<file path="src/rtl/clk_div_bank_if.sv">
// clk_div_bank_if: configuration write bus of the divider bank, with its error response
interface clk_div_bank_if #(
    parameter int N_CH  = 2,
    parameter int CNT_W = 16
);
    localparam int CH_W = N_CH > 1 ? $clog2(N_CH) : 1;
    logic             we;
    logic [CH_W-1:0]  ch;
    logic [CNT_W-1:0] period;
    logic [CNT_W-1:0] high;
    logic             err;
    modport master (output we, ch, period, high, input err);
    modport slave  (input we, ch, period, high, output err);
endinterface

</file>
<file path="src/rtl/clk_div_bank.sv">
// clk_div_bank: multi-channel programmable clock divider with tick strobes and boundary-aligned reconfiguration
module clk_div_bank #(
    parameter int N_CH       = 2,
    parameter int CNT_W      = 16,
    parameter int DEF_PERIOD = 134,
    parameter int DEF_HIGH   = 67
) (
    input  logic            clk_i,
    input  logic            rst_n_i,
    input  logic [N_CH-1:0] en_i,
    input  logic            sync_i,
    clk_div_bank_if.slave   cfg,
    output logic [N_CH-1:0] clk_o,
    output logic [N_CH-1:0] tick_o,
    output logic [N_CH-1:0] pend_o
);
    localparam int CH_W = N_CH > 1 ? $clog2(N_CH) : 1;
    logic cfg_ok;
    // A write is accepted only for an existing channel with P >= 2 and 1 <= H < P
    always_comb cfg_ok = cfg.we && int'(cfg.ch) < N_CH && cfg.period >= CNT_W'(2) &&
                         cfg.high != '0 && cfg.high < cfg.period;
    // Rejected writes raise a one-cycle error pulse after the write edge
    always_ff @(posedge clk_i or negedge rst_n_i)
        if (!rst_n_i) cfg.err <= 1'b0;
        else          cfg.err <= cfg.we && !cfg_ok;
    for (genvar c = 0; c < N_CH; c++) begin : g_ch
        logic [CNT_W-1:0] p, h, sp, sh, cnt;
        logic [CNT_W-1:0] p_n, h_n, cnt_n;
        logic             pend, wr, run, wrap, apply, clk_q, tick_q;
        // Boundary detection: sync or a counter wrap; a disabled channel applies its shadow at once
        always_comb begin
            wr    = cfg_ok && cfg.ch == CH_W'(c);
            run   = en_i[c];
            wrap  = run && (sync_i || cnt >= p - CNT_W'(1));
            apply = pend && (wrap || !run);
            p_n   = apply ? sp : p;
            h_n   = apply ? sh : h;
            cnt_n = !run ? p_n - CNT_W'(1) : wrap ? '0 : cnt + CNT_W'(1);
        end
        // Channel state; a write on a boundary edge only reaches the shadow
        always_ff @(posedge clk_i or negedge rst_n_i)
            if (!rst_n_i) begin
                p      <= CNT_W'(DEF_PERIOD);
                h      <= CNT_W'(DEF_HIGH);
                sp     <= CNT_W'(DEF_PERIOD);
                sh     <= CNT_W'(DEF_HIGH);
                cnt    <= CNT_W'(DEF_PERIOD - 1);
                pend   <= 1'b0;
                clk_q  <= 1'b0;
                tick_q <= 1'b0;
            end else begin
                p      <= p_n;
                h      <= h_n;
                cnt    <= cnt_n;
                sp     <= wr ? cfg.period : sp;
                sh     <= wr ? cfg.high : sh;
                pend   <= wr || (pend && !apply);
                clk_q  <= run && cnt_n < h_n;
                tick_q <= wrap;
            end
        assign clk_o[c]  = clk_q;
        assign tick_o[c] = tick_q;
        assign pend_o[c] = pend;
    end
endmodule

</file>
<file path="src/flat_wrapper.sv">
// flat-port wrapper written by rule: the top's interface ports become plain ports
module clk_div_bank_flat 
#(
    parameter int N_CH       = 2,
    parameter int CNT_W      = 16,
    parameter int DEF_PERIOD = 134,
    parameter int DEF_HIGH   = 67
)
  (clk_i, rst_n_i, en_i, sync_i, clk_o, tick_o, pend_o, cfg_we, cfg_ch, cfg_period, cfg_high, cfg_err);
  clk_div_bank_if #(.N_CH(N_CH), .CNT_W(CNT_W)) cfg_i ();
  input  logic clk_i;
  input  logic rst_n_i;
  input  logic [N_CH-1:0] en_i;
  input  logic sync_i;
  output logic [N_CH-1:0] clk_o;
  output logic [N_CH-1:0] tick_o;
  output logic [N_CH-1:0] pend_o;
  input wire logic [$bits(cfg_i.we)-1:0] cfg_we;
  input wire logic [$bits(cfg_i.ch)-1:0] cfg_ch;
  input wire logic [$bits(cfg_i.period)-1:0] cfg_period;
  input wire logic [$bits(cfg_i.high)-1:0] cfg_high;
  output wire logic [$bits(cfg_i.err)-1:0] cfg_err;
  assign cfg_i.we = cfg_we;
  assign cfg_i.ch = cfg_ch;
  assign cfg_i.period = cfg_period;
  assign cfg_i.high = cfg_high;
  assign cfg_err = cfg_i.err;
  clk_div_bank #(.N_CH(N_CH), .CNT_W(CNT_W), .DEF_PERIOD(DEF_PERIOD), .DEF_HIGH(DEF_HIGH)) u_core (.clk_i(clk_i), .rst_n_i(rst_n_i), .en_i(en_i), .sync_i(sync_i), .cfg(cfg_i), .clk_o(clk_o), .tick_o(tick_o), .pend_o(pend_o));
endmodule
</file>
<file path="config.mk">
export PLATFORM = sky130hd
export DESIGN_NAME = clk_div_bank_flat
export DESIGN_NICKNAME = d
export VERILOG_FILES = /design/src/rtl/clk_div_bank_if.sv /design/src/rtl/clk_div_bank.sv /design/src/flat_wrapper.sv
export SDC_FILE = /design/constraint.sdc
export NUM_CORES = 1
export LEC_CHECK = 0
export CELL_PAD_IN_SITES_DETAIL_PLACEMENT = 1
export CELL_PAD_IN_SITES_GLOBAL_PLACEMENT = 1
export CORE_MARGIN = 2
export CORE_UTILIZATION = 38
export CTS_CLUSTER_DIAMETER = 30
export DETAILED_ROUTE_END_ITERATION = 10
export HOLD_SLACK_MARGIN = 0.15
export PLACE_DENSITY = 0.66
export SLEW_MARGIN = 20
export SYNTH_ARGS = -nofsm -noshare
export SYNTH_HDL_FRONTEND = slang
export SYNTH_SLANG_ARGS = --single-unit
export TNS_END_PERCENT = 20
</file>
<file path="constraint.sdc">
create_clock -name clk_i -period 16.85 [get_ports clk_i]
set_input_delay 3.37 -clock clk_i [delete_from_list [all_inputs] [get_ports clk_i]]
set_output_delay 3.37 -clock clk_i [all_outputs]
set_load 0.1 [all_outputs]
</file>
# ---- After elaboration in Yosys (flattened, before gate mapping)
# Index checks and enable logic that the tools add are counted.
dict set report classes {
  add_sub_neg 6
  order_cmp 6
  muxes 8
  n_reduce_logical 26
  bitwise 1
}
# cell n
set op_table {}
lappend op_table {{two-way mux 16 bit} 8}
lappend op_table {{subtractor 16 x 1 -> 16 bit, second input constant} 4}
lappend op_table {{< comparator 16 bit} 3}
lappend op_table {{adder 16 x 1 -> 16 bit, second input constant} 2}
lappend op_table {{>= comparator 16 bit} 2}
lappend op_table {{>= comparator 16 x 2 -> 1 bit, second input constant} 1}
lappend op_table {{nonzero test 16 bit} 1}
lappend op_table {{logical AND 1 bit} 14}
lappend op_table {{logical OR 1 bit} 6}
lappend op_table {{zero test 1 bit} 5}
lappend op_table {{NOT 1 bit} 1}
dict set report word_totals {
  reg_bits 167
}

# ---- Logic depth before layout (Yosys ltp)
dict set report logic_depth {
  depth_word 11
  depth_mapped 29
  depth_no_buf 27
}

# ---- Least setup slack after synthesis
# No wires, ideal clock.
dict set report synth_timing {
  kind {in2reg}
  start {input en_i[0]}
  end {register u_core.g_ch[0].clk_q}
  stages 19
  t_required_ns 16.772
  setup_ns 0.078
  arrival_ns 7.014
  path_buffers 3
  slack_ns 9.758
  cell_sequence {buf_4 inv_2 or4_1 o31ai_2 buf_6 buf_6 mux2i_1 ha_1 nand2_1 or3_1 nand3_1 o21ai_0 o22ai_1 ha_1 o21a_1 o21ai_0 o21ai_0 nor3_1 o2bb2ai_1}
}
dict set report synth_via {
  elab_chain_cells 8
  word_cells_on_any_way 11
  cone_classes {add/sub: 1; order compare: 1; mux: 4; reduce/logical: 5}
}
# element line
set synth_rtl {}
lappend synth_rtl {{start: declaration} flat_wrapper.sv:13} ;# input logic [N_CH-1:0] en_i;
lappend synth_rtl {{logical AND 1 bit or zero test 1 bit (tied branches)} {clk_div_bank.sv:34, clk_div_bank.sv:35}}
lappend synth_rtl {{logical OR 1 bit} clk_div_bank.sv:35} ;# apply = pend && (wrap || !run);
lappend synth_rtl {{logical AND 1 bit} clk_div_bank.sv:35}
lappend synth_rtl {{two-way mux 16 bit} clk_div_bank.sv:36} ;# p_n = apply ? sp : p;
lappend synth_rtl {{subtractor 16 x 1 -> 16 bit} clk_div_bank.sv:38} ;# cnt_n = !run ? p_n - CNT_W'(1) : wrap ? '0 : cnt + CNT_W'(1);
lappend synth_rtl {{two-way mux 16 bit (*)} clk_div_bank.sv:38}
lappend synth_rtl {{net u_core.g_ch[0].cnt_n[12]} clk_div_bank.sv:28} ;# logic [CNT_W-1:0] p_n, h_n, cnt_n;
lappend synth_rtl {{< comparator 16 bit (*)} clk_div_bank.sv:58} ;# clk_q <= run && cnt_n < h_n;
lappend synth_rtl {{logical AND 1 bit (*)} clk_div_bank.sv:58}
lappend synth_rtl {{end signal: assignment} clk_div_bank.sv:58}
lappend synth_rtl {{end: declaration} clk_div_bank.sv:29} ;# logic pend, wr, run, wrap, apply, clk_q, tick_q;
# Mark *: on every way through the listed nets, which the timed path passes. The rest lies on a longest branch.
# A chain may end at the register's enable or synchronous reset.

# ---- Final worst setup path
dict set report layout_timing {
  start {input en_i[0]}
  end {register u_core.g_ch[0].clk_q}
}
dict set report layout_via {
  elab_chain_cells 8
  word_cells_on_any_way 11
  cone_classes {add/sub: 1; order compare: 1; mux: 4; reduce/logical: 5}
}
# element line
set layout_rtl {}
lappend layout_rtl {{logical AND 1 bit or zero test 1 bit (tied branches)} {clk_div_bank.sv:34, clk_div_bank.sv:35}}
lappend layout_rtl {{logical OR 1 bit (*)} clk_div_bank.sv:35}
lappend layout_rtl {{logical AND 1 bit (*)} clk_div_bank.sv:35}
lappend layout_rtl {{two-way mux 16 bit (*)} clk_div_bank.sv:36}
lappend layout_rtl {{net u_core.g_ch[0].p_n[1]} clk_div_bank.sv:28}
lappend layout_rtl {{subtractor 16 x 1 -> 16 bit (*)} clk_div_bank.sv:38}
lappend layout_rtl {{two-way mux 16 bit (*)} clk_div_bank.sv:38}
lappend layout_rtl {{net u_core.g_ch[0].cnt_n[12]} clk_div_bank.sv:28}
lappend layout_rtl {{< comparator 16 bit (*)} clk_div_bank.sv:58}
lappend layout_rtl {{logical AND 1 bit (*)} clk_div_bank.sv:58}
# Marks and branches as above.

==> results.txt <==
The flow ran to the end, and the final reports show no timing, DRC or antenna violations. The total nets after synthesis came out at 1086. No sink is reached through more buffers than the 2 on the longest clock path. At the worst endpoint, the required time is 17.21 ns. The worst-case register-to-register setup slack is 9.79 ns.

The count of clock tree sinks is 167. Timing would allow up to 123 MHz. The worst pin sits at a relative slew slack of 35.1%. The placed instances occupy a cell area of 10800 um2. The synthesized area per cell is 10.5 um2. The maximum level of the CTS H-tree came out at 4.

The full die area is 27900 um2. The endpoint identified for the worst register-to-register timing path is u_core.g_ch[1].clk_q. The global placement routability congestion is 0.812.

Of the synthesized area, sequential elements account for 41.8%. The number of rows created at floorplan is 59. The final clock skew is 0.0122 ns. The maximum net fanout on the critical path came out at 16. The worst setup slack after layout came out at 8.73 ns.

The number of hold violations in the final report came out at 0. The number of antenna violations at the first check in global routing came out at 0. The worst hold path belongs to the class register to register. The leftover overflow at the end of global routing is 0. The startpoint identified for the worst hold timing path is u_core.g_ch[0].h[11]. The layout-stage area growth over the synthesis result is 12.8%.

The transition time at the pin with the least slew margin is 0.970 ns. After routing the design area is 11400 um2. The total power per unit cell area came out at 179 nW/um2.

The die span in y is 167 um. The clock transition time at the flip-flop clock pins of the worst setup and hold paths came out at 0.08 ns. After floorplanning, the core was sized to cover 26100 um2. For this run, asynchronously set or reset flops after synthesis account for 100%. The via count came out at 7335. The number of DRC markers in iteration 0 came out at 341. The netlist area before placement came out at 10100 um2. For the final routed database, the setup TNS stands at 0 ns. The library cell used most frequently in the layout, excluding fill and tap cells, is dfrtp_1.

The static leakage power is 4.91 nW. The synthesis warning total is 0. Dividing the final minimum period by the clock period gives 48.2%.

The post-CTS setup buffer count is 0. The count of antenna diodes in the layout came out at 0. The peak supply drop came out at 0.0000939 V. The maximum cell stage delay along the critical path came out at 0.88 ns.

The number of max-cap violations came out at 0. Of the total synthesized cell area, the portion taken by full adders, half adders and majority gates is 10.3%. Synthesis instantiated 58 different standard cells from the library.

Data arrives at the worst endpoint at 8.48 ns. The critical path is of the input pin to register type. In the layout the commonest cells are dfrtp_1, ha_1, nand2_1.

The startpoint identified for the worst register-to-register timing path is u_core.g_ch[1].p[4]. In this run, post-CTS hold repair placed 0 buffers. The post-route DRC violation count came out at 0. The count of nets after finishing came out at 1118.

The worst setup path is captured at a register. The cell that appears most often on the critical path is o21ai_0. The xor and xnor fraction of the mapped netlist area came out at 7.37%. The final number of max-transition violations came out at 0. The number of gates resized after cts came out at 0.

The overall global routing resource usage is 20.6%. The count of mapped cells out of synthesis is 964. The type of origin of the critical path is an input pin. Setup repair after global routing left no endpoint under its margin. The starting density of the core is 38.8%. The number of filler instances in the final layout came out at 2896. The number of I/O port buffers came out at 45. The half-perimeter wire length after placement is 21100 um. The first global-routing pass estimated 44500 um of wire. The final antenna-violating net count is 0. The number of I/O pins is 46. Setup violations remaining at the end of the flow were counted as 0.

Entering global routing, the biggest net connects 94 pins. The post-detailed-route via-to-cell ratio came out at 5.46. The number of detailed-routing iterations run before antenna repair came out at 4.

The most instantiated flip-flop cell in the synthesis netlist is dfrtp_1. The area share of and/or/nand/nor cells after synthesis came out at 12.3%. For this design, the slowest cell found on the critical path is clkdlybuf4s50_1. After synthesis, the largest family of logic cells by area is multiplexers.

The terminating pin of the worst hold path is u_core.g_ch[0].h[11]. In this run the horizontal extent of the chip is 167 um. The length in cells of the worst reg-to-reg path came out at 27. The mux share of post-synthesis cell area came out at 13.7%. The wire length after detailed routing is 27700 um. The number of cells on the worst hold path came out at 2.

The signal on the critical path passes through clkdlybuf4s50_1 > inv_2 > or4_1 > o31ai_4 > mux2_1 > inv_1 > ha_1 > nand3_1 > nor3_1 > xor2_1 > o21ai_0 > o22ai_1 > ha_1 > a2111oi_0 > o21ai_0 > o21ai_0 > o21ai_0 > nor3_1 > o2bb2ai_1. The minimum clock period came out at 8.12 ns. Counting flops and latches in the post-synthesis netlist gives 167. Counting flops with a built-in enable in the synthesized netlist gives 0.

Cells with a size suffix above 1 make up 17.6% of the layout. The worst setup slack before clock tree synthesis came out at 8.31 ns. The tree is rooted in a clkbuf_16.

The clock tree from TritonCTS is built. The number of clock buffers added by TritonCTS is 17. Summing the areas of all compound-gate instances in the mapped netlist gives 9.57% of the synthesized area.

The via count of the first global-routing pass is 7819. The final routed wire length divided by cell count is 20.6 um. The clock network latency to the later pin of the worst-skew pair came out at 0.43 ns.
worst max path at each step:
stage            start              endpoint  slack, ns  cells after the start
2_1_floorplan  en_i[0]  u_core.g_ch[0].clk_q       9.76                     19
3_3_place_gp   en_i[0]  u_core.g_ch[0].clk_q       8.47                     19
3_5_place_dp   en_i[0]  u_core.g_ch[0].clk_q       8.31                     19
4_1_cts        en_i[0]  u_core.g_ch[0].clk_q       8.78                     19
5_1_grt        en_i[0]  u_core.g_ch[0].clk_q       8.31                     19
6_report       en_i[0]  u_core.g_ch[0].clk_q       8.73                     19
final cells by class:
cell class | instances | area, um2 | area share [%]
multi-input cells | 689 | 5400 | 47.4
clock inverters | 14 | 169 | 1.48
repair buffers | 52 | 504 | 4.42
flip-flops and latches | 167 | 4220 | 37.0
inverters | 69 | 259 | 2.27
clock buffers | 18 | 429 | 3.77
well taps | 335 | 419 | 3.68
stage by stage:
stage / util (%) / instances / total power [mW] / hold slack [ns]
floorplan: - / 964 / 1.37 / 0.452
global placement: 41.4 / 1312 / 1.61 / 0.475
detailed placement: 41.4 / 1312 / 1.64 / 0.480
CTS: 43.7 / 1344 / 2.06 / 0.496
global route: 43.7 / 1344 / 2.20 / 0.519
finish: 43.7 / 1344 / 2.04 / 0.490
sequential cells by signal (all words and copies together), names as in the netlist:
| register | count |
|---|---|
| u_core.g_ch.cnt | 32 |
| u_core.g_ch.h | 32 |
| u_core.g_ch.p | 32 |
| u_core.g_ch.sh | 32 |
| u_core.g_ch.sp | 32 |
| u_core.g_ch.clk_q | 2 |
| u_core.g_ch.pend | 2 |
| u_core.g_ch.tick_q | 2 |
| u_core.cfg.err | 1 |
critical path: cells and delay by family:
family          cells  cell delay [ns]
fa+ha+maj           2             0.53
mux                 1             0.39
buf+inv             3             1.13
compound gates      8             1.66
xor+xnor            1             0.10
simple gates        4             1.28
cells by family (layout without fill, tap and decap cells):
family	after synthesis	after routing
xor gates and xnor gates	85	85
buffers and inverters	108	153
and+or+nand+nor	252	252
AOI/OAI and AO/OA	148	148
muxes	121	121
adders and majority gates	83	83
DFF	167	167
routing by layer:
layer	GRT usage (%)	part of all wire (%)
met1	26.5	45
met2	35.9	51
met3	2.85	2.4
met4	6.37	2.3
met5	0	0
Yosys cell counts (4+ instances only):
cell type  instances  area [um2]
buf_4              8        60.1
mux2_2            64         721
inv_2             17        63.8
nand2_1           73         274
o22ai_1           24         150
inv_1             52         195
nor4_1            20         125
dfstp_2           30         788
xor2_1            40         350
xnor2_1           45         394
nor2_1            45         169
buf_2              7        35.0
mux2i_2           12         165
or4_1              8        60.1
and3_1             5        31.3
mux2i_1           29         290
buf_6              5        56.3
nand4_1           16         100
a211oi_1           4        30.0
nand3_1           29         145
a21o_1            12        90.1
o2bb2ai_1          4        35.0
nand2b_1           7        43.8
a21oi_1           26         130
dfrtp_1          137        3430
mux2_1             8        90.1
ha_1              83        1040
or3_1              8        50.1
o21ai_1            5        25.0
o21ai_0           46         230
o21a_1             4        30.0
clkbuf_1          17        63.8
nor3_1            28         140
mux2_4             8         120
power by group:
group / internal [mW] / switching (mW) / leakage (nW)
logic: 0.394 / 0.507 / 2.64
clock network: 0.223 / 0.178 / 0.287
registers: 0.572 / 0.163 / 1.99
No activity file was read; power rests on OpenSTA's default activity.
